$ cat config.mk
export PLATFORM = sky130hd
export DESIGN_NAME = spi_master
export DESIGN_NICKNAME = d
export VERILOG_FILES = /design/src/rtl/spi_master.sv
export SDC_FILE = /design/constraint.sdc
export NUM_CORES = 1
export LEC_CHECK = 0
export BUFFER_PORTS_ARGS = -buffer_cell sky130_fd_sc_hd__buf_2
export CAP_MARGIN = 30
export CORE_AREA = 2 2 72 74
export DETAILED_ROUTE_END_ITERATION = 6
export DIE_AREA = 0 0 74 76
export GPL_TIMING_DRIVEN = 0
export HOLD_SLACK_MARGIN = 0.05
export PLACE_DENSITY_LB_ADDON = 0.1
export REMOVE_ABC_BUFFERS = 1
export SLEW_MARGIN = 20
export SYNTH_ARGS = -nofsm -noshare
export SYNTH_HDL_FRONTEND = slang
export SYNTH_SLANG_ARGS = --single-unit
$ cat constraint.sdc
create_clock -name clk -period 1.95 [get_ports clk]
set_input_delay 0.2925 -clock clk [delete_from_list [all_inputs] [get_ports clk]]
set_output_delay 0.2925 -clock clk [all_outputs]
set_load 0.05 [all_outputs]
$ cat src/rtl/spi_master.sv
// SPI master (mode 0): sends a 16-bit frame {addr[6:0], rw, data[7:0]} MSB first.
// On a read, the last 8 bits are captured from miso and returned on rdata.
module spi_master #(
   parameter int unsigned CLK_DIV = 4
) (
   input  logic       clk,
   input  logic       reset_n,
   input  logic       start,
   input  logic       rw,
   input  logic [6:0] addr,
   input  logic [7:0] wdata,
   output logic       busy,
   output logic       done,
   output logic [7:0] rdata,
   output logic       sclk,
   output logic       cs,
   output logic       mosi,
   input  logic       miso
);

   localparam int unsigned DIV_W = (CLK_DIV > 2) ? $clog2(CLK_DIV) : 1;
   localparam int unsigned CNT_W = 5;

   generate
      if (CLK_DIV < 2) begin : g_bad_div
         $error("spi_master: CLK_DIV must be >= 2");
      end
   endgenerate

   typedef enum logic [2:0] {
      IDLE,
      SETUP,
      HIGH,
      LOW,
      HOLD,
      GAP
   } state_t;

   state_t           state;
   state_t           state_next;
   logic [DIV_W-1:0] div_cnt;
   logic [CNT_W-1:0] bit_cnt;
   logic [15:0]      sr;
   logic [7:0]       rx;
   logic             rw_q;
   logic             phase_end_c;

   assign phase_end_c = (div_cnt == DIV_W'(CLK_DIV - 1));

   // The shift register empties to zero after 16 shifts, so mosi idles low.
   assign mosi = sr[15];

   // Next-state logic: every non-IDLE phase lasts CLK_DIV cycles.
   always_comb begin
      state_next = state;
      case (state)
         IDLE:    if (start) state_next = SETUP;
         SETUP:   if (phase_end_c) state_next = HIGH;
         HIGH:    if (phase_end_c) state_next = LOW;
         LOW:     if (phase_end_c) state_next = (bit_cnt == CNT_W'(16)) ? HOLD : HIGH;
         HOLD:    if (phase_end_c) state_next = GAP;
         GAP:     if (phase_end_c) state_next = IDLE;
         default: state_next = IDLE;
      endcase
   end

   always_ff @(posedge clk or negedge reset_n) begin
      if (!reset_n) state <= IDLE;
      else          state <= state_next;
   end

   // Datapath and registered pin/handshake outputs.
   always_ff @(posedge clk or negedge reset_n) begin
      if (!reset_n) begin
         div_cnt <= '0;
         bit_cnt <= '0;
         sr      <= '0;
         rx      <= '0;
         rw_q    <= 1'b0;
         busy    <= 1'b0;
         done    <= 1'b0;
         rdata   <= '0;
         sclk    <= 1'b0;
         cs      <= 1'b1;
      end else begin
         done <= 1'b0;
         busy <= (state_next != IDLE);
         sclk <= (state_next == HIGH);
         cs   <= (state_next == IDLE) || (state_next == GAP);

         if ((state == IDLE) || phase_end_c) div_cnt <= '0;
         else                                div_cnt <= div_cnt + DIV_W'(1);

         case (state)
            IDLE: begin
               if (start) begin
                  sr      <= {addr, rw, rw ? 8'h00 : wdata};
                  rw_q    <= rw;
                  bit_cnt <= '0;
                  rx      <= '0;
               end
            end
            HIGH: begin
               // Sample at the end of the high phase; shift out on the falling edge.
               if (phase_end_c) begin
                  if (rw_q && (bit_cnt >= CNT_W'(8))) rx <= {rx[6:0], miso};
                  sr      <= {sr[14:0], 1'b0};
                  bit_cnt <= bit_cnt + CNT_W'(1);
               end
            end
            GAP: begin
               if (phase_end_c) begin
                  done <= 1'b1;
                  if (rw_q) rdata <= rx;
               end
            end
            default: ;
         endcase
      end
   end

endmodule

==> summary.md <==
| Metric | Value |
|---|---|
| CTS buffer count | 5 |
| Clk sink count | 47 |
| Vias | between 1.5k and 2k |
| Slew Viols, Final | 0 |
| Core Rows | 26 |
| Hold_sp | wdata[0] |
| Worst-path maximum fanout | 17 |
| Post-route minimum period | ~1900 ps |
| Final hold viol count | 0 |
| Detail Route Antenna Nets | 0 |
| Crit path buf inv count | 0 |
| Synth Flop Type | dfrtp_1 |
| Synthesized instance count | 200 |
| Total number of yosys warnings | 0 |
| DRT iter0 DRCs | 93 |
| Critical Path RT | 2130 ps |
| Setup CP Type | flop to flop |
| Crit path capture type | flop |
| Pwr/cell area | ~1300 nW/um^2 |
| Fmax achieved | 533 MHz |
| Syn Area/Cell | between 10 and 15 sq um |
| DR DRC count | 0 |
| Outcome | completed |
| Avg WL per Cell | roughly 14 um |
| Antenna Cells | 0 |
| Layout cells sized above 1 | a little over a third |
| Post-Syn Area | about 2300 sq um |
| Final-report setup violation count | 0 |
| # IOs | 33 |
| Most frequent cells in the layout | 44 x dfrtp_1, 32 x buf_2, 28 x mux2_2, 12 x o21ai_0 |
| Global-route wire length before repair | ~7.2 mm |
| Final setup skew | 5.39 ps |
| Initial antenna violation count | 0 |
| DP HPWL | 2.88 mm |
| GPL Wtd Cong | around 0.73 |
| Seq. cell area | approximately 1200 sq um |
| Synth unique cells | 38 |
| # Max-Cap Violations | 0 |
| Total chip power | roughly 0.0036 W |
| Non-Filler Instances | around 300 |
| CP peak stage delay | about 560 ps |
| Detailed Route WL | 4.33 mm |
| Worst r2r src | state[1] |
| # H-tree levels | 2 |
| Largest net degree at the start of global routing | 27 |
| GRT Resource Usage Total | between 10% and 20% |
| CORE AREA | between 4000 and 5000 sq um |
| Number of global-route vias before repair | 1622 |
| Critical path cell sequence | or3b_4 > o21a_4 > a221o_1 |
| Worst R2R Path Depth | 3 |
| Synth area leader | dfrtp_1 |
| Multi-input combinational cell area | ~1100 sq um |
| CTS tree | done |
| Layout Utilization | between 50% and 60% |
| Ys async rst share | between 90% and 100% |
| Clock Latency Late Sink | approximately 300 ps |
| RSZ-0062 raised after global routing | no |
| Commonest non-fill, non-tap cell in the layout | dfrtp_1 |
| Total Nets Final | roughly 250 |
| Leak pwr | 1.25 nW |
| IO Port Bufs | 32 |
| Post-synth top area share | 49.6% |
| Worst hold slack | between 200 and 250 ps |
| Clock-pin slew on the worst setup and hold paths | 80 ps |
| Worst-Margin Slew | between 600 and 700 ps |
| EDFF count, synth | 0 |
| Max Buffers Root-to-Sink | 2 |
| Startpoint types | flop |
| Reg2Reg Capture Point | rx[6] |
| Synth-to-layout area growth | 16.9% |
| Slowest CP cell | dfrtp_2 |
| Register bit total from synthesis | between 40 and 50 |
| First-pass DRT Iterations | 4 |
| Starting Density | between 40% and 50% |
| Critical Path AT | 2060 ps |
| # fillers | about 460 |
| Fin crit share | 96.1% |
| Synth top area cells | dfrtp_1 50%, mux2_2 14%, a221o_1 3.5% |
| Family with the most delay on the worst path | compound AO/OA/AOI/OAI gates |
| Die W | 74 um |
| Rel. slew slack | approximately 54% |
| Max rail drop VDD | roughly 0.00075 V |
| Hold depth | 3 |
| Clock Tree Root | clkbuf_8 |
| Slack of the worst reg-to-reg path | around 75 ps |
| Total die area | roughly 5600 sq um |
| Placed cell count | approximately 290 |
| HP Class | input port to flop |
| Die H | ~76 um |
| Register area share after synthesis | 50.8% |
| WHS Endpoint | sr[0] |
| Routed vias/inst | 5.41 |
| Total grt overflow | 0 |
-- cell type report --
type                       count  area share (%)
clock buffer                   6            3.05
clock inverter                 2            1.29
inverter                       6           0.831
multi-input combinational    134            40.5
sequential                    47            43.5
tap                           70            3.23
timing repair buffer          36            7.57
-- timing repair --
| item | 4_1_cts | 5_1_grt |
|---|---|---|
| hold endpoints to repair | 20 | 0 |
| gates resized for setup | 12 | 2 |
| pin swaps | 1 | 1 |
| gates cloned | 1 | 0 |
| setup buffers | 0 | 2 |
| hold buffers | 1 | 0 |
| setup endpoints to repair | 37 | 14 |
-- logic make-up after synthesis --
group                      after synthesis  share of synthesized area, %
AOI/OAI and AO/OA                       41                          12.6
adders and majority gates                3                          1.62
buffers and inverters                   20                          4.10
DFF                                     47                          50.8
muxes                                   33                          15.8
and+or+nand+nor                         56                          15.1
-- through the flow --
stage | TNS, ps | area, sq um | setup slack, ps
floorplan | -4080 | 2250 | -379
global placement | -13940 | 2490 | -946
detailed placement | -16330 | 2510 | -1050
CTS | 0 | 2690 | 1.09
global route | 0 | 2710 | 39.3
finish | 0 | 2710 | 75.3
-- registers in the layout (all words and copies together) (netlist names) --
signal   count
bit_cnt      5
busy         1
cs           1
div_cnt      2
done         1
rdata        8
rw_q         1
rx           8
sclk         1
sr          16
state        3
-- power by group --
| group | internal [W] | switching, W |
|---|---|---|
| sequential | 0.00126 | 0.000243 |
| combinational | 0.000637 | 0.000737 |
| clock | 0.000415 | 0.000318 |
| total | 0.00231 | 0.00130 |
-- worst min-delay path, cell delays in order --
cell and delay [ps]:
buf_2 100, nand2_1 50, o31ai_1 50
-- routing by layer --
metal / vias up / wire, um / track usage (%)
met4: 0 / 64 / 5.64
met2: 44 / 2180 / 26.9
li1: 793 / - / -
met5: - / 0 / 0
met1: 784 / 1940 / 21.3
met3: 7 / 145 / 2.78
-- worst max-delay path by stage --
| stage | startpoint | endpoint | slack (ps) | depth (start not counted) |
|---|---|---|---|---|
| after floorplan | div_cnt[0] | sr[10] | -380 | 4 |
| after global placement | div_cnt[0] | sr[12] | -950 | 4 |
| after detailed placement | div_cnt[0] | sr[12] | -1050 | 4 |
| after CTS | state[2] | sr[12] | 1 | 3 |
| after global routing | state[1] | rx[6] | 40 | 3 |
| final | state[1] | rx[6] | 80 | 3 |
-- cell usage after synthesis (4+ instances only) --
master,instances
dfrtp_1,46
mux2_2,28
o21ai_0,12
and3_1,9
nand2_1,9
nor3b_1,9
o31ai_1,9
a221o_1,8
nor2b_1,7
a21oi_1,6
clkbuf_1,6
inv_1,6
mux2i_1,5
nor2_1,5
buf_2,4
No activity file was read; power rests on OpenSTA's default activity.
